`src/rtl/wb_txfifo.sv`:
```
// Wishbone-to-byte-stream transmit FIFO: Wishbone writes push bytes, a valid/ready stream drains them.
// Optional feature macro: WB_TXFIFO_BACKPRESSURE_EN (stall writes while full instead of dropping).
module wb_txfifo #(
  parameter int FIFO_ADDR_WIDTH = 3
) (
  input  logic                     i_clk,
  input  logic                     i_rst,
  input  logic                     i_wb_cyc,
  input  logic                     i_wb_stb,
  output logic                     o_wb_stall,
  output logic                     o_wb_ack,
  input  logic                     i_wb_we,
  input  logic [31:0]              i_wb_data,
  output logic [31:0]              o_wb_data,
  output logic                     o_tx_valid,
  input  logic                     i_tx_ready,
  output logic [7:0]               o_tx_data,
  output logic [FIFO_ADDR_WIDTH:0] o_fifo_count,
  output logic                     o_fifo_empty,
  output logic                     o_fifo_full,
  output logic                     o_fifo_half_full,
  output logic                     o_fifo_overflow
);

  localparam int LP_DEPTH = 1 << FIFO_ADDR_WIDTH;
  localparam logic [FIFO_ADDR_WIDTH:0]   LP_FULL_CNT = (FIFO_ADDR_WIDTH+1)'(LP_DEPTH);
  localparam logic [FIFO_ADDR_WIDTH:0]   LP_HALF_CNT = (FIFO_ADDR_WIDTH+1)'(LP_DEPTH / 2);
  localparam logic [FIFO_ADDR_WIDTH:0]   LP_CNT_ONE  = (FIFO_ADDR_WIDTH+1)'(1);
  localparam logic [FIFO_ADDR_WIDTH-1:0] LP_PTR_ONE  = FIFO_ADDR_WIDTH'(1);

  logic [7:0]                 r_mem [LP_DEPTH];
  logic [FIFO_ADDR_WIDTH-1:0] r_wr_ptr;
  logic [FIFO_ADDR_WIDTH-1:0] r_rd_ptr;
  logic [FIFO_ADDR_WIDTH:0]   r_count;
  logic                       r_pend;
  logic                       r_ack;
  logic [31:0]                r_rdata;

  logic        w_accept;
  logic        w_push_req;
  logic        w_full;
  logic        w_empty;
  logic        w_push;
  logic        w_pop;
  logic [31:0] w_status;
  logic        w_unused;

  assign w_full     = (r_count == LP_FULL_CNT);
  assign w_empty    = (r_count == '0);
  assign w_accept   = i_wb_cyc && i_wb_stb && !o_wb_stall;
  assign w_push_req = w_accept && i_wb_we;
  assign w_push     = w_push_req && !w_full;
  assign w_pop      = o_tx_valid && i_tx_ready;
  assign w_unused   = &{1'b0, i_wb_data[31:8]};

  assign o_fifo_count     = r_count;
  assign o_fifo_empty     = w_empty;
  assign o_fifo_full      = w_full;
  assign o_fifo_half_full = (r_count >= LP_HALF_CNT);
  assign o_tx_valid       = !w_empty;
  assign o_tx_data        = r_mem[r_rd_ptr];
  assign o_wb_ack         = r_ack;
  assign o_wb_data        = r_rdata;

`ifdef WB_TXFIFO_BACKPRESSURE_EN
  assign o_wb_stall      = i_wb_we && w_full;
  assign o_fifo_overflow = 1'b0;
`else
  logic r_overflow;
  assign o_wb_stall      = 1'b0;
  assign o_fifo_overflow = r_overflow;
`endif

  // Status word snapshot source for register reads.
  always_comb begin
    w_status                    = 32'h0000_0000;
    w_status[FIFO_ADDR_WIDTH:0] = r_count;
    w_status[16]                = w_empty;
    w_status[17]                = w_full;
    w_status[18]                = o_fifo_half_full;
  end

  // Byte storage; intentionally not reset.
  always_ff @(posedge i_clk) begin
    if (w_push) begin
      r_mem[r_wr_ptr] <= i_wb_data[7:0];
    end
  end

  // Pointers, occupancy, and the two-stage ack pipeline (ack dropped if the cycle is abandoned).
  always_ff @(posedge i_clk or posedge i_rst) begin
    if (i_rst) begin
      r_wr_ptr   <= '0;
      r_rd_ptr   <= '0;
      r_count    <= '0;
      r_pend     <= 1'b0;
      r_ack      <= 1'b0;
      r_rdata    <= 32'h0000_0000;
`ifndef WB_TXFIFO_BACKPRESSURE_EN
      r_overflow <= 1'b0;
`endif
    end else begin
      r_pend <= w_accept;
      r_ack  <= r_pend && i_wb_cyc;
      if (w_accept && !i_wb_we) begin
        r_rdata <= w_status;
      end
      if (w_push) begin
        r_wr_ptr <= r_wr_ptr + LP_PTR_ONE;
      end
      if (w_pop) begin
        r_rd_ptr <= r_rd_ptr + LP_PTR_ONE;
      end
      case ({w_push, w_pop})
        2'b10:   r_count <= r_count + LP_CNT_ONE;
        2'b01:   r_count <= r_count - LP_CNT_ONE;
        default: r_count <= r_count;
      endcase
`ifndef WB_TXFIFO_BACKPRESSURE_EN
      r_overflow <= w_push_req && w_full;
`endif
    end
  end

endmodule

```
`config.mk`:
```
export PLATFORM = sky130hd
export DESIGN_NAME = wb_txfifo
export DESIGN_NICKNAME = d
export VERILOG_FILES = /design/src/rtl/wb_txfifo.sv
export SDC_FILE = /design/constraint.sdc
export NUM_CORES = 1
export LEC_CHECK = 0
export CORE_MARGIN = 3
export CORE_UTILIZATION = 25
export DETAILED_ROUTE_END_ITERATION = 6
export PLACE_DENSITY = 0.55
export SYNTH_ARGS = -nofsm -noshare
export SYNTH_HDL_FRONTEND = slang
export SYNTH_SLANG_ARGS = --single-unit
```
`constraint.sdc`:
```
create_clock -name i_clk -period 3.1 [get_ports i_clk]
set_input_delay 0.62 -clock i_clk [delete_from_list [all_inputs] [get_ports i_clk]]
set_output_delay 0.62 -clock i_clk [all_outputs]
set_load 0.005 [all_outputs]
```
==> results of run 1 <==
[Yosys cell counts, drive strengths merged, types with 2 or more instances]
cell type  instances  share of area [%]
and2               2               0.34
mux4              16                 11
dfrtp             20                 14
a21oi              2               0.27
nor3b              2               0.41
nand2              9                1.0
nand3              5               0.68
nor3               2               0.27
ha                 5                1.7
nand2b             2               0.34
inv                8               0.81
clkbuf             2               0.20
mux2              14                4.3
nor2               8               0.81
edfxtp            64                 52
buf               33                6.8
o21ai              6               0.81
or4b               2               0.54
xnor2              4               0.95
[per-stage QoR]
| step | hold WS (ns) | std cells | instance area (µm²) |
|---|---|---|---|
| global route | 0.493 | 457 | 4540 |
| CTS | 0.483 | 457 | 4540 |
| finish | 0.478 | 457 | 4540 |
| detailed placement | 0.465 | 441 | 4260 |
| global placement | 0.441 | 441 | 4260 |
| floorplan | 0.434 | 244 | 3800 |
[worst max-delay path by stage]
stage                            endpoint  slack, ns  cells after the start
final                        o_tx_data[6]       0.14                      3
after global routing         o_tx_data[6]       0.03                      3
after CTS                    o_tx_data[4]       0.06                      3
after detailed placement  o_fifo_count[3]       0.16                      8
after global placement    o_fifo_count[3]       0.14                      8
after floorplan           o_fifo_count[3]       0.34                      9
[cells by family after synthesis]
logic type               Yosys count  share of synthesized area (%)
AO/OA/AOI/OAI                     11                           1.82
flip-flops                        84                           65.4
adder cells (fa/ha/maj)            6                           2.23
XOR/XNOR                           5                           1.18
multiplexers                      31                           15.9
buffers and inverters             43                           7.77
AND/OR/NAND/NOR                   38                           5.64
other                              1                          0.101
[layout make-up]
cell class | count | area (µm²) | share of cell area, %
sequential | 84 | 2420 | 53.3
multi-input combinational | 117 | 1090 | 24.0
timing repair buffer | 52 | 498 | 11.0
clock buffer | 9 | 225 | 4.96
clock inverter | 7 | 51.3 | 1.13
tap | 180 | 225 | 4.96
inverter | 8 | 30.0 | 0.661
[layout by cell type (no fill, tap or decap), drive strengths merged, types with 3 or more instances in the layout]
cell type	Yosys	final
nand2	9	9
dfrtp	20	20
clkdlybuf4s50	0	38
nor2	8	8
clkinvlp	0	3
xnor2	4	4
nand3	5	5
inv	8	10
clkbuf	2	9
conb	1	26
mux4	16	16
mux2	14	14
edfxtp	64	64
o21ai	6	6
buf	33	14
ha	5	5
[worst max-delay path: cells and delay by family (launching register included)]
kind / cells / cell delay [ns]
flops: 1 / 0.85
buf+inv: 1 / 0.44
mux: 2 / 0.72
[sequential cells by signal, indices dropped and copies added, names as in the netlist]
signal / cells
o_fifo_overflow: 1
r_pend: 1
r_rd_ptr: 3
r_wr_ptr: 3
o_wb_ack: 1
o_fifo_count: 4
r_mem: 64
o_wb_data: 7
[metal layers]
metal	track usage (%)	part of all wire [%]
met1	10.2	44
met2	14.6	51
met3	2.46	3.8
met4	3.56	1.5
met5	0	0
[report_power, final]
group | internal, W | switching (W)
combinational | 0.000745 | 0.000416
clock | 0.000546 | 0.000434
sequential | 0.00135 | 0.000189
==> metrics.cfg, run 1 <==
[floorplan]
die_h_um=128
num_rows=43
start_util_pct=26.1
die_width_um=128
core_area_um2=14200
num_io_pins=89
dieArea_um2=16300

[cells_and_area]
fin_nets=316
areaGrowthSynthToFinish_pct=22.6
finalCoreUtilization_pct=32.0
drive_gt1_share_pct=17.3
diodes=0
fill_cells=1408

[synthesis]
ys_ff_latch=84
synthArstFlopShare_pct=23.8
synth_area_per_cell_um2=16.9
syn_area_um2=3700
yosys_warnings=0
synth_flop_cell=edfxtp_1
synth_cells=219
yosysUniqueCellTypes=38
ys_seq_area_share_pct=65.4
synth_edf_count=64

[route]
drcViolationCount=0
vias_per_cell=4.11
wl_um=6860
drt-initial-drc-count=94
vias=1880
drt_pass1_iterations=4
detail-route-antenna-nets=0
wl_per_cell_um=15.0

[clock_network]
worstSkewPairLatency_ns=0.33
clk_path_buf_depth=2
cts-buffers-inserted=9
cts_setup_buffers=0
cts-resized-gates=0
cts.htree.levels=3
clk_pin_slew_ns=0.07
cts.sinks=84
clockRootBuffer=clkbuf_16
cts_tree=yes
ctsHoldBuffers=0

[sta]
rsz0062_at_grt=false
fin_skew_ns=0.00780
slew_viol_final=0
relSlewSlack_pct=47.9
setup_viol=0
final.min_clock_period_ns=2.96
max_freq_mhz=338
hold_viol=0
tightest_slew_ns=0.780
fin_ws_ns=0.143
fin_setup_tns_ns=0
fin_crit_sh_pct=95.4

[worst_setup_path]
crit_start=r_rd_ptr[1]
crit_required_ns=2.48
start_kind=register
critical-path-slowest-cell=dfrtp_1
worstSetupEndpointType=output port
worstPathMaxFanout=18
r2r_slack_ns=0.43
rr_startpoint=o_fifo_count[0]
cp_data_arrival_time_ns=2.34
r2r_end=o_fifo_count[3]
crit_type=reg2out
path_cells=mux4_1 -> mux2_2 -> clkdlybuf4s50_1
reg2reg_depth=8
critical_path.max_stage_delay_ns=0.85

[power_and_ir_drop]
leakagePower_nw=1.68
cellPowerDensity_nw_per_um2=810
ir_worst_vdd_mv=0.272
power_w=0.00368

[placed_design]
hpwlAfterDp_um=4440
io_buffer_count=38
dp_slack_ns=0.157
place.gp.congestion=0.696

[global_route]
first_global_vias=1965
track_usage_pct=8.59
grt_pass1_wl_um=10500
overflow=0
antenna_found_initial=0
grt_max_degree=21

[worst_hold_path]
min_path_type=reg2reg
min_to=o_wb_ack
hp-start=r_pend
holdPathStages=1

[job]
max_cap_violations=0

[run_status]
status=finished clean

Power figures use the tool's default switching activity.
==> run 2: changes to the inputs <==
Settings changed: CORE_UTILIZATION 25 to 35, PLACE_DENSITY 0.55 to 0.69.
==> metrics.cfg, run 2 (synthesis results as in run 1) <==
[floorplan]
num_io_pins=89  ; unchanged
core_area_um2=10000  ; was 14200 µm²
num_rows=36  ; was 43
start_util_pct=36.9  ; was 26.1%
dieArea_um2=11900  ; was 16300 µm²
die_width_um=109  ; was 128 µm
die_h_um=109  ; was 128 µm

[route]
vias=1859  ; was 1880
drcViolationCount=0  ; unchanged
wl_per_cell_um=15.1  ; was 15.0 µm
wl_um=6130  ; was 6860 µm
vias_per_cell=4.57  ; was 4.11
detail-route-antenna-nets=0  ; unchanged
drt_pass1_iterations=4  ; unchanged
drt-initial-drc-count=88  ; was 94

[cells_and_area]
largest_register_ffs=64  ; unchanged
areaGrowthSynthToFinish_pct=17.8  ; was 22.6%
diodes=0  ; unchanged
final_cell_mix=edfxtp_1, clkdlybuf4s50_1, conb_1  ; unchanged
regMostFlops=r_mem  ; unchanged
fin_area_um2=4370  ; was 4540 µm²
seqCellArea_um2=2420  ; unchanged
finalCoreUtilization_pct=43.5  ; was 32.0%
fin_nets=314  ; was 316
multi_input_area_um2=1090  ; unchanged
fill_cells=876  ; was 1408
final_common_cell=edfxtp_1  ; unchanged
drive_gt1_share_pct=16.4  ; was 17.3%

[sta]
hold_viol=0  ; unchanged
slew_viol_final=0  ; unchanged
fin_skew_ns=0.00806  ; was 0.00780 ns
setup_viol=0  ; unchanged
rsz0062_at_grt=false  ; unchanged
fin_crit_sh_pct=94.7  ; was 95.4%
tightest_slew_ns=0.796  ; was 0.780 ns
max_freq_mhz=340  ; was 338 MHz
final.min_clock_period_ns=2.94  ; was 2.96 ns
relSlewSlack_pct=46.9  ; was 47.9%
fin_setup_tns_ns=0  ; unchanged

[global_route]
overflow=0  ; unchanged
grt_pass1_wl_um=10100  ; was 10500 µm
track_usage_pct=11.5  ; was 8.59%
first_global_vias=1947  ; was 1965
grt_max_degree=21  ; unchanged
antenna_found_initial=0  ; unchanged

[clock_network]
cts_tree=yes  ; unchanged
cts.sinks=84  ; unchanged
cts_setup_buffers=0  ; unchanged
cts-buffers-inserted=9  ; unchanged
ctsHoldBuffers=0  ; unchanged
cts-resized-gates=0  ; unchanged
cts.htree.levels=3  ; unchanged
clk_pin_slew_ns=0.08  ; was 0.07 ns
clockRootBuffer=clkbuf_8  ; was clkbuf_16
clk_path_buf_depth=2  ; unchanged
worstSkewPairLatency_ns=0.34  ; was 0.33 ns

[placed_design]
hpwlAfterDp_um=4170  ; was 4440 µm
io_buffer_count=38  ; unchanged
post_dp_cell_area_um2=4180  ; was 4260 µm²
place.gp.congestion=0.716  ; was 0.696

[worst_setup_path]
worstSetupEndpointType=output port  ; unchanged
start_kind=register  ; unchanged
worstPathMaxFanout=18  ; unchanged
cp_data_arrival_time_ns=2.32  ; was 2.34 ns
crit_required_ns=2.48  ; about the same
crit_type=reg2out  ; unchanged
r2r_slack_ns=0.32  ; was 0.43 ns

[power_and_ir_drop]
leakagePower_nw=1.63  ; was 1.68 nW
power_w=0.00338  ; was 0.00368 W
cellPowerDensity_nw_per_um2=775  ; was 810 nW/µm²
ir_worst_vdd_mv=0.215  ; was 0.272 mV

[job]
max_cap_violations=0  ; unchanged

[worst_hold_path]
min_path_type=reg2reg  ; unchanged

[run_status]
status=finished clean  ; unchanged

[run 2: layer usage]
metal  part of all wire (%)  wire, µm  global-route usage [%]  vias up
met1                     41      2540                    13.4      919
met4                    1.6        97                    5.41        0
met5                      0         0                       0        -
met3                    4.0       245                    3.02        7
met2                     53      3240                    19.9       46
li1                       -         -                       -      887
[run 2: through the flow]
stage / hold WS [ns] / instances / setup slack, ns
2_1_floorplan: 0.434 / 244 / 0.343
5_1_grt: 0.522 / 407 / 0.0376
6_report: 0.476 / 407 / 0.163
4_1_cts: 0.489 / 407 / 0.0904
3_5_place_dp: 0.469 / 392 / 0.143
3_3_place_gp: 0.453 / 392 / 0.145
[run 2: final timing paths]
kind,startpoint,to,depth (start not counted)
setup / recovery,r_rd_ptr[0],o_tx_data[7],4
hold / removal,r_pend,o_wb_ack,1
setup reg to reg,o_fifo_count[0],o_fifo_count[3],8
hold reg to reg,r_pend,o_wb_ack,1
max in group asynchronous,i_rst,o_fifo_count[2],2
min in group asynchronous,i_rst,o_wb_data[18],2
[run 2: final cells by class]
cell class,count,area share (%)
flip-flops and latches,84,55.5
multi-input cells,117,24.9
repair buffers,50,10.8
well taps,133,3.81
clock buffers,9,2.84
clock inverters,6,1.46
inverters,8,0.688
[run 2: power breakdown]
part	leakage [nW]	total, W	switching [W]	internal (W)
Sequential	0.824	0.00152	0.000170	0.00135
Combinational	0.714	0.00113	0.000415	0.000718
Clock	0.0893	0.000732	0.000365	0.000367
Total	1.63	0.00338	0.000950	0.00243
[run 2: critical path, stage by stage (launching register included)]
cell	delay, ns
dfrtp_1	0.33
buf_4	0.29
mux4_1	0.61
mux2_2	0.27
clkdlybuf4s50_1	0.47
